$ cat src/rtl/irq_exc_sequencer.sv
// ----------------------------------------------------------------------------
// irq_exc_sequencer
//
// Interrupt / exception sequencer for the pipelined MIPS core. It sits beside
// the ID-stage control decoder and overrides its PC select when an interrupt
// or an illegal-instruction exception has to be taken.
//
// Operation
//   - Edge-detects N_IRQ request lines into a pending register.
//   - Applies the software mask and a fixed lowest-index-wins priority.
//   - Waits for a safe ID-stage slot: a valid instruction, not stalled and
//     not in a delay slot.
//   - Issues a one-cycle redirect (take_o) carrying the vector PC, EPC and
//     cause, then tracks kernel mode until ERET is accepted (ret_o).
//   - An illegal opcode beats a same-cycle interrupt; the interrupt stays
//     pending.
//
// Ports
//   clk            in   rising-edge clock
//   reset          in   asynchronous, active-high reset
//   irq_req        in   raw request levels, synchronous to clk
//   mask_we        in   write enable for irq_mask
//   mask_wdata     in   new mask value (1 = channel enabled)
//   instr_valid    in   ID stage holds a real (non-bubble) instruction
//   stall          in   ID stage is stalled this cycle
//   in_delay_slot  in   ID instruction sits in a branch/jump delay slot
//   illop          in   ID opcode is undefined
//   eret           in   ID instruction is ERET
//   id_pc          in   PC of the ID-stage instruction
//   take_o         out  one-cycle flush plus redirect to vector_pc
//   ret_o          out  one-cycle redirect to epc (ERET accepted)
//   vector_pc      out  redirect target; nonzero only while take_o is high
//   epc            out  exception return PC
//   cause          out  {is_exc, irq index[3:0]}
//   kernel         out  handler running; interrupts are blocked
//   irq_ack        out  one-hot acknowledge, pulses with take_o for an irq
//   irq_mask       out  current interrupt mask
// ----------------------------------------------------------------------------
module irq_exc_sequencer #(
    parameter int              N_IRQ   = 4,
    parameter int              PC_W    = 32,
    parameter logic [PC_W-1:0] IRQ_VEC = PC_W'(32'h8000_0008),
    parameter logic [PC_W-1:0] EXC_VEC = PC_W'(32'h8000_0004)
) (
    input  logic             clk,
    input  logic             reset,
    input  logic [N_IRQ-1:0] irq_req,
    input  logic             mask_we,
    input  logic [N_IRQ-1:0] mask_wdata,
    input  logic             instr_valid,
    input  logic             stall,
    input  logic             in_delay_slot,
    input  logic             illop,
    input  logic             eret,
    input  logic [PC_W-1:0]  id_pc,
    output logic             take_o,
    output logic             ret_o,
    output logic [PC_W-1:0]  vector_pc,
    output logic [PC_W-1:0]  epc,
    output logic [4:0]       cause,
    output logic             kernel,
    output logic [N_IRQ-1:0] irq_ack,
    output logic [N_IRQ-1:0] irq_mask
);

    typedef enum logic [1:0] {
        S_RUN,     // normal execution, nothing eligible
        S_WAIT,    // an irq is eligible but the ID slot is not safe yet
        S_TAKE,    // redirect cycle: take_o is high
        S_KERNEL   // handler running until ERET
    } state_t;

    localparam logic [4:0] CAUSE_EXC = 5'h10;

    state_t           state;
    logic [N_IRQ-1:0] pend;
    logic [N_IRQ-1:0] irq_prev;

    logic [N_IRQ-1:0] set_vec;
    logic [N_IRQ-1:0] clr_vec;
    logic [N_IRQ-1:0] elig;
    logic [N_IRQ-1:0] grant;
    logic [3:0]       grant_idx;
    logic             any_elig;
    logic             slot_ok;
    logic             fault;
    logic             deciding;
    logic             take_exc;
    logic             take_irq;
    logic             eret_ok;
    logic [PC_W-1:0]  exc_epc;

    // ------------------------------------------------------------------
    // Request qualification
    // ------------------------------------------------------------------
    assign set_vec  = irq_req & ~irq_prev;
    assign elig     = pend & irq_mask & ~{N_IRQ{kernel}};
    assign any_elig = |elig;
    assign slot_ok  = instr_valid & ~stall & ~in_delay_slot;
    assign fault    = illop & instr_valid & ~stall;

    // RUN and WAIT make the same take decisions; WAIT only records that an
    // eligible irq is being held back by an unsafe slot.
    assign deciding = (state == S_RUN) || (state == S_WAIT);
    assign take_exc = fault & (deciding | (state == S_KERNEL));
    assign take_irq = deciding & ~fault & any_elig & slot_ok;
    assign eret_ok  = (state == S_KERNEL) & ~fault & eret & instr_valid & ~stall;

    // A faulting delay-slot instruction must be re-executed after the
    // handler, so it returns to itself rather than to the next word.
    assign exc_epc  = in_delay_slot ? id_pc : id_pc + PC_W'(4);

    assign clr_vec  = take_irq ? grant : '0;

    // Fixed priority: walk from the top down so the lowest set index is the
    // last one written and therefore wins.
    // NOTE: every combinational output gets a default before any branch so
    // that no path leaves it unassigned and no latch is inferred.
    always_comb begin
        grant     = '0;
        grant_idx = '0;
        for (int i = N_IRQ - 1; i >= 0; i--) begin
            if (elig[i]) begin
                grant     = '0;
                grant[i]  = 1'b1;
                grant_idx = 4'(i);
            end
        end
    end

    // ------------------------------------------------------------------
    // Pending register, edge detector and mask
    // ------------------------------------------------------------------
    // NOTE: sequential state is written only with non-blocking assignments so
    // every register samples the values from before the clock edge.
    always_ff @(posedge clk or posedge reset) begin
        if (reset) begin
            pend     <= '0;
            irq_prev <= '0;
            irq_mask <= '0;
        end else begin
            // A new edge on the bit being acknowledged must not be lost, so
            // the set term is applied after the clear term.
            pend     <= (pend & ~clr_vec) | set_vec;
            irq_prev <= irq_req;
            if (mask_we) begin
                irq_mask <= mask_wdata;
            end
        end
    end

    // ------------------------------------------------------------------
    // Sequencer FSM with registered outputs
    // ------------------------------------------------------------------
    always_ff @(posedge clk or posedge reset) begin
        if (reset) begin
            state     <= S_RUN;
            take_o    <= 1'b0;
            ret_o     <= 1'b0;
            vector_pc <= '0;
            epc       <= '0;
            cause     <= '0;
            kernel    <= 1'b0;
            irq_ack   <= '0;
        end else begin
            // Pulse outputs default low; only the decision branches raise them.
            take_o    <= 1'b0;
            ret_o     <= 1'b0;
            vector_pc <= '0;
            irq_ack   <= '0;

            case (state)
                S_RUN, S_WAIT: begin
                    if (take_exc) begin
                        state     <= S_TAKE;
                        take_o    <= 1'b1;
                        vector_pc <= EXC_VEC;
                        epc       <= exc_epc;
                        cause     <= CAUSE_EXC;
                    end else if (take_irq) begin
                        state     <= S_TAKE;
                        take_o    <= 1'b1;
                        vector_pc <= IRQ_VEC;
                        epc       <= id_pc;
                        cause     <= {1'b0, grant_idx};
                        irq_ack   <= grant;
                    end else if (any_elig) begin
                        state <= S_WAIT;
                    end else begin
                        // Covers the mask being cleared while waiting.
                        state <= S_RUN;
                    end
                end

                S_TAKE: begin
                    state  <= S_KERNEL;
                    kernel <= 1'b1;
                end

                S_KERNEL: begin
                    if (take_exc) begin
                        // Nested fault: keep the original return address so
                        // the outer context is not lost.
                        state     <= S_TAKE;
                        take_o    <= 1'b1;
                        vector_pc <= EXC_VEC;
                        cause     <= CAUSE_EXC;
                    end else if (eret_ok) begin
                        state  <= S_RUN;
                        ret_o  <= 1'b1;
                        kernel <= 1'b0;
                    end
                end

                default: begin
                    state <= S_RUN;
                end
            endcase
        end
    end

endmodule
$ cat config.mk
export PLATFORM = sky130hd
export DESIGN_NAME = irq_exc_sequencer
export DESIGN_NICKNAME = d
export VERILOG_FILES = /design/src/rtl/irq_exc_sequencer.sv
export SDC_FILE = /design/constraint.sdc
export NUM_CORES = 1
export LEC_CHECK = 0
export ABC_AREA = 1
export CAP_MARGIN = 10
export CORE_MARGIN = 2
export CORE_UTILIZATION = 46
export CTS_CLUSTER_SIZE = 8
export DETAILED_ROUTE_END_ITERATION = 8
export GPL_TIMING_DRIVEN = 0
export PLACE_DENSITY = 0.82
export REMOVE_ABC_BUFFERS = 1
export SYNTH_ARGS = -nofsm -noshare
export SYNTH_HDL_FRONTEND = slang
export SYNTH_SLANG_ARGS = --single-unit
export TNS_END_PERCENT = 20
$ cat constraint.sdc
create_clock -name clk -period 2.7 [get_ports clk]
set_input_delay 0.675 -clock clk [delete_from_list [all_inputs] [get_ports clk]]
set_output_delay 0.675 -clock clk [all_outputs]
set_load 0.01 [all_outputs]
==> results.py, run 1 <==
metrics = {
    "sta": {
        "fin_worst_skew_ns": 0.00800,
        "rsz0062_at_grt": "false",
        "period_share_pct": 85.0,
        "max_slew_margin_pct": 60.2,
        "worst_pin_slew_ns": 0.597,
        "final_hold_viol_count": 0,
        "fin_tns_setup_ns": 0,
        "setup_viol": 0,
        "fmax_mhz": 436,
        "hold_slack_ns": 0.437,
        "period_minus_slack_ns": 2.29,
        "finalMaxSlewViolations": 0,
    },
    "hold_path": {
        "hold_start": "irq_prev[0]$_DFF_PP0_",
        "hold_class": "reg2reg",
        "hold_end": "pend[0]$_DFF_PP0_",
        "min_path_cells": 1,
    },
    "synth": {
        "synth_ff_type": "dfrtp_1",
        "avgSynthCellArea_um2": 7.39,
        "synth_edf_count": 0,
        "synthCells": 486,
        "ys_warn_count": 0,
        "ys_ff_latch": 58,
        "syn_area_um2": 3590,
        "synthArstFlopShare_pct": 100,
        "synth_seq_area_share_pct": 40.4,
        "ys_types": 35,
    },
    "placed_design": {
        "gp_congestion": 0.906,
        "portBuffers": 96,
        "hpwl_um": 6650,
        "placed_area_um2": 4480,
        "dpl.cell_count": 675,
    },
    "detailed_routing": {
        "drc_errors": 0,
        "finalWirelength_um": 8660,
        "vias_per_cell": 4.80,
        "drtIter0Drc": 167,
        "num_vias": 3317,
        "antenna_left": 0,
        "post_drt_wl_per_cell_um": 12.5,
        "drt-pass1-iter-count": 5,
    },
    "critical_path": {
        "r2r_cells": 7,
        "start_kind": "primary input",
        "cp_top_family": "simple AND/OR/NAND/NOR gates",
        "end_kind": "register",
        "max_stage_delay_ns": 0.52,
        "regToRegSetupSlack_ns": 0.79,
        "crit_required_ns": 2.98,
        "rr_startpoint": "kernel$_DFFE_PP0P_",
        "crit_chain": "clkdlybuf4s50_1 > inv_1 > nand3_1 > nand2_1 > nor2_4 > nand2_4 > a21oi_2 > nand3_1 > nand2_1",
        "crit_slowest_cell": "clkdlybuf4s50_1",
        "cp_max_fo": 11,
        "crit_arrival_ns": 2.58,
        "crit_type": "in2reg",
        "cp_num_buf_inv": 2,
        "reg2reg_to": "epc[24]$_DFFE_PP0P_",
    },
    "global_routing": {
        "grt.overflow.total": 0,
        "first_global_vias": 3091,
        "grt_max_degree": 54,
        "grt_pass1_wl_um": 14400,
        "antenna_found_initial": 0,
        "grt.total_usage_pct": 21.1,
    },
    "power_and_ir_drop": {
        "vdd_ir_drop_max_mv": 0.493,
        "total_power_w": 0.00355,
        "p_leak_nw": 2.26,
        "p_per_area_nw_per_um2": 755,
    },
    "final_layout": {
        "final_cells": 691,
        "final_common_cell": "nand2_1",
        "stdcell_area_um2": 4710,
        "multi_input_area_um2": 1710,
        "area_growth_pct": 31.0,
        "final_cell_mix": "nand2_1, clkdlybuf4s50_1, dfrtp_1, nor2_1, inv_1",
        "fillers": 670,
        "final_nets": 633,
        "diodes": 0,
        "final-seq-area_um2": 1450,
        "drive_gt1_share_pct": 9.34,
    },
    "job": {
        "cap_violations": 0,
    },
    "clock_network": {
        "postCtsSetupBuffers": 0,
        "path_clk_slew_ns": 0.08,
        "cts_tree": "built",
        "cts_buffer_depth": 2,
        "insertion_delay_ns": 0.34,
        "cts_sinks": 58,
        "cts_made_buffers": 9,
        "h-tree-depth": 3,
        "clock-root-buffer": "clkbuf_8",
        "ctsResizeCount": 0,
        "holdBufCountCts": 0,
    },
    "die": {
        "dieArea_um2": 8530,
        "die_h_um": 92.4,
        "io_pins": 128,
        "row_count": 32,
        "die_w_um": 92.4,
        "design.core.area_um2": 7650,
        "initial_core_util_pct": 47.0,
    },
    "status": {
        "status": "finished clean",
    },
}
[kinds of logic (layout without fill, tap and decap cells)]
group / count (synthesis) / count (layout) / synth area share (%)
buf+inv: 96 / 169 / 15.1
xor+xnor: 8 / 8 / 1.95
simple gates: 280 / 280 / 33.1
other cells: 1 / 31 / 0.104
mux: 4 / 4 / 1.25
fa+ha+maj: 1 / 1 / 0.348
flops: 58 / 58 / 40.4
compound gates: 38 / 38 / 7.73
[through the flow]
| stage | util (%) | setup WS (ns) |
|---|---|---|
| after CTS | 61.6 | 0.377 |
| after floorplan | - | 0.597 |
| final | 61.6 | 0.406 |
| after detailed placement | 58.6 | 0.0399 |
| after global routing | 61.6 | 0.266 |
| after global placement | 58.3 | -0.410 |
[state kept, by name, summed over array words and instances (netlist names)]
register,count
cause,3
kernel,1
vector_pc,2
epc,32
take_o,1
state,2
irq_ack,4
pend,4
irq_mask,4
irq_prev,4
ret_o,1
[routing by layer]
metal | global-route usage [%] | share of wire [%]
met1 | 26.8 | 42
met3 | 4.15 | 6.3
met2 | 35.6 | 49
met4 | 7.71 | 2.0
met5 | 0 | 0
[worst max-delay path by stage]
stage	from	cells after the start	end
floorplan	reset	1	cause[0]$_DFFE_PP0P_
global placement	reset	2	epc[11]$_DFFE_PP0P_
detailed placement	stall	9	epc[26]$_DFFE_PP0P_
CTS	stall	9	epc[26]$_DFFE_PP0P_
global route	instr_valid	9	epc[24]$_DFFE_PP0P_
finish	stall	9	epc[24]$_DFFE_PP0P_
[report_power, final]
| group | total [W] | internal [W] | switching, W |
|---|---|---|---|
| sequential | 0.00131 | 0.00114 | 0.000172 |
| combinational | 0.00133 | 0.000695 | 0.000631 |
| clock | 0.000915 | 0.000527 | 0.000388 |
[cells in the mapped netlist (3+ instances only)]
cell | instances | area [µm²]
buf_4 | 34 | 255
dfrtp_1 | 58 | 1450
inv_1 | 54 | 203
mux2_2 | 4 | 45.0
nand2_1 | 159 | 597
nand3_1 | 42 | 210
nand4_1 | 3 | 18.8
nor2_1 | 57 | 214
nor2_2 | 5 | 31.3
o21ai_0 | 10 | 50.1
o21ai_2 | 19 | 166
o21bai_1 | 3 | 22.5
xnor2_1 | 6 | 52.6
[cell type report]
class / count / area share [%]
Tap cell: 102 / 2.71
Multi-Input combinational cell: 362 / 36.3
Sequential cell: 58 / 30.8
Clock inverter: 7 / 2.18
Inverter: 56 / 4.47
Clock buffer: 9 / 2.63
Timing Repair Buffer: 97 / 20.8
(Power assumes the default switching activity.)
==> run 2, diff against run 1 <==
- CORE_UTILIZATION: 46 -> 41
- PLACE_DENSITY: 0.82 -> 0.77
- clock period: 2.7 -> 2.1 ns (I/O delays scaled with it)
==> run 2 against run 1 <==
Against the previous run: via count shrank 0.93%; power rose by 28%; utilization fell by 6.1 points; clock power up 23%; non-clock buffer count unchanged; sequential power up 28%; first-iteration DRC count decreased by 23%; critical path depth unchanged; cell area grew 1.1%; clock-buffer cell count stayed put; combinational power is 32% higher; hold slack got worse by 0.0027 ns; largest power group unchanged; highest routed layer unchanged.
==> results.py, run 2 (synthesized netlist as in run 1, its figures left out) <==
metrics = {
    "status": {
        "status": "finished clean",
    },
    "sta": {
        "final_hold_viol_count": 0,
        "finalMaxSlewViolations": 0,
        "period_minus_slack_ns": 1.96,
        "fmax_mhz": 511,
        "period_share_pct": 93.2,
        "setup_viol": 0,
        "fin_worst_skew_ns": 0.00931,
        "hold_slack_ns": 0.434,
        "rsz0062_at_grt": "false",
        "fin_tns_setup_ns": 0,
    },
    "die": {
        "row_count": 34,
        "initial_core_util_pct": 41.8,
        "die_h_um": 97.6,
        "dieArea_um2": 9530,
        "io_pins": 128,
        "design.core.area_um2": 8590,
        "die_w_um": 97.6,
    },
    "final_layout": {
        "utilization_pct": 55.4,
        "final_nets": 634,
        "final_common_cell": "nand2_1",
        "area_growth_pct": 32.5,
        "diodes": 0,
        "regMostFlops": "epc",
        "drive_gt1_share_pct": 10.7,
        "final_cell_mix": "nand2_1, clkdlybuf4s50_1, dfrtp_1, inv_1, nor2_1",
        "stdcell_area_um2": 4760,
        "largest_reg_flops": 32,
        "fillers": 821,
    },
    "critical_path": {
        "cp_max_fo": 4,
        "crit_type": "in2reg",
        "cp_top_family": "simple AND/OR/NAND/NOR gates",
        "crit_slowest_cell": "clkdlybuf4s50_1",
        "start_kind": "primary input",
        "crit_chain": "clkdlybuf4s50_1 > ha_2 > inv_1 > nor2_2 > nand3_1 > nor2_2 > nand2_1 > nand2_1 > o21ai_2",
        "max_stage_delay_ns": 0.56,
        "end_kind": "register",
        "crit_required_ns": 2.32,
        "cp_num_buf_inv": 2,
        "crit_arrival_ns": 2.17,
    },
    "clock_network": {
        "cts_sinks": 58,
        "cts_buffer_depth": 2,
        "h-tree-depth": 3,
        "clock-root-buffer": "clkbuf_8",
        "cts_made_buffers": 9,
        "holdBufCountCts": 0,
        "insertion_delay_ns": 0.33,
        "path_clk_slew_ns": 0.07,
        "cts_tree": "built",
    },
    "detailed_routing": {
        "vias_per_cell": 4.71,
        "antenna_left": 0,
        "drt-pass1-iter-count": 4,
        "finalWirelength_um": 9120,
        "num_vias": 3286,
        "drc_errors": 0,
        "drtIter0Drc": 129,
        "post_drt_wl_per_cell_um": 13.1,
    },
    "global_routing": {
        "grt.overflow.total": 0,
        "grt.total_usage_pct": 18.7,
        "grt_max_degree": 54,
        "first_global_vias": 3220,
        "antenna_found_initial": 0,
        "grt_pass1_wl_um": 14600,
    },
    "placed_design": {
        "portBuffers": 96,
        "hpwl_um": 6840,
        "placed_area_um2": 4490,
        "gp_congestion": 0.828,
    },
    "power_and_ir_drop": {
        "p_leak_nw": 2.26,
        "total_power_w": 0.00456,
        "p_per_area_nw_per_um2": 957,
        "vdd_ir_drop_max_mv": 0.498,
    },
    "job": {
        "cap_violations": 0,
    },
    "hold_path": {
        "hold_class": "reg2reg",
    },
}
-- run 2: layout make-up --
class / count / area, µm² / share of cell area, %
sequential: 58 / 1450 / 30.5
inverter: 56 / 213 / 4.47
clock inverter: 7 / 93.8 / 1.97
clock buffer: 9 / 124 / 2.60
multi-input combinational: 363 / 1760 / 37.0
tap: 108 / 135 / 2.84
timing repair buffer: 97 / 981 / 20.6
-- run 2: per-layer routing --
| layer | vias up | global-route usage, % | wire (µm) |
|---|---|---|---|
| met5 | - | 0 | 0 |
| met1 | 1533 | 22.9 | 3930 |
| met2 | 102 | 33.2 | 4580 |
| li1 | 1647 | - | - |
| met4 | 0 | 4.38 | 34 |
| met3 | 4 | 4.60 | 577 |
-- run 2: repair_timing --
item	CTS	global route
pin swaps	0	1
cloned	0	1
resized for setup	2	9
buffers inserted	0	0
setup endpoints to repair	11	32
-- run 2: where the power goes --
| group | total [W] | switching (W) | internal (W) |
|---|---|---|---|
| clock | 0.00113 | 0.000467 | 0.000665 |
| sequential | 0.00168 | 0.000212 | 0.00146 |
| combinational | 0.00175 | 0.000842 | 0.000904 |
-- run 2: final timing paths --
kind / startpoint / endpoint / slack, ns / depth (start not counted)
worst min register to register: irq_prev[0]$_DFF_PP0_ / pend[0]$_DFF_PP0_ / 0.43 / 1
worst max-delay path: id_pc[2] / epc[14]$_DFFE_PP0P_ / 0.14 / 9
worst min-delay path: irq_prev[0]$_DFF_PP0_ / pend[0]$_DFF_PP0_ / 0.43 / 1
min in group asynchronous: reset / irq_prev[1]$_DFF_PP0_ / 0.49 / 2
worst max register to register: state[1]$_DFFE_PP0P_ / epc[0]$_DFFE_PP0P_ / 0.38 / 8
max in group asynchronous: reset / epc[7]$_DFFE_PP0P_ / 1.05 / 3
-- run 2: metrics by stage --
step / setup WS [ns] / cells
after CTS: 0.0254 / 697
after floorplan: 0.147 / 476
after detailed placement: -0.431 / 681
after global routing: 0.0265 / 698
after global placement: -0.883 / 680
final: 0.144 / 698
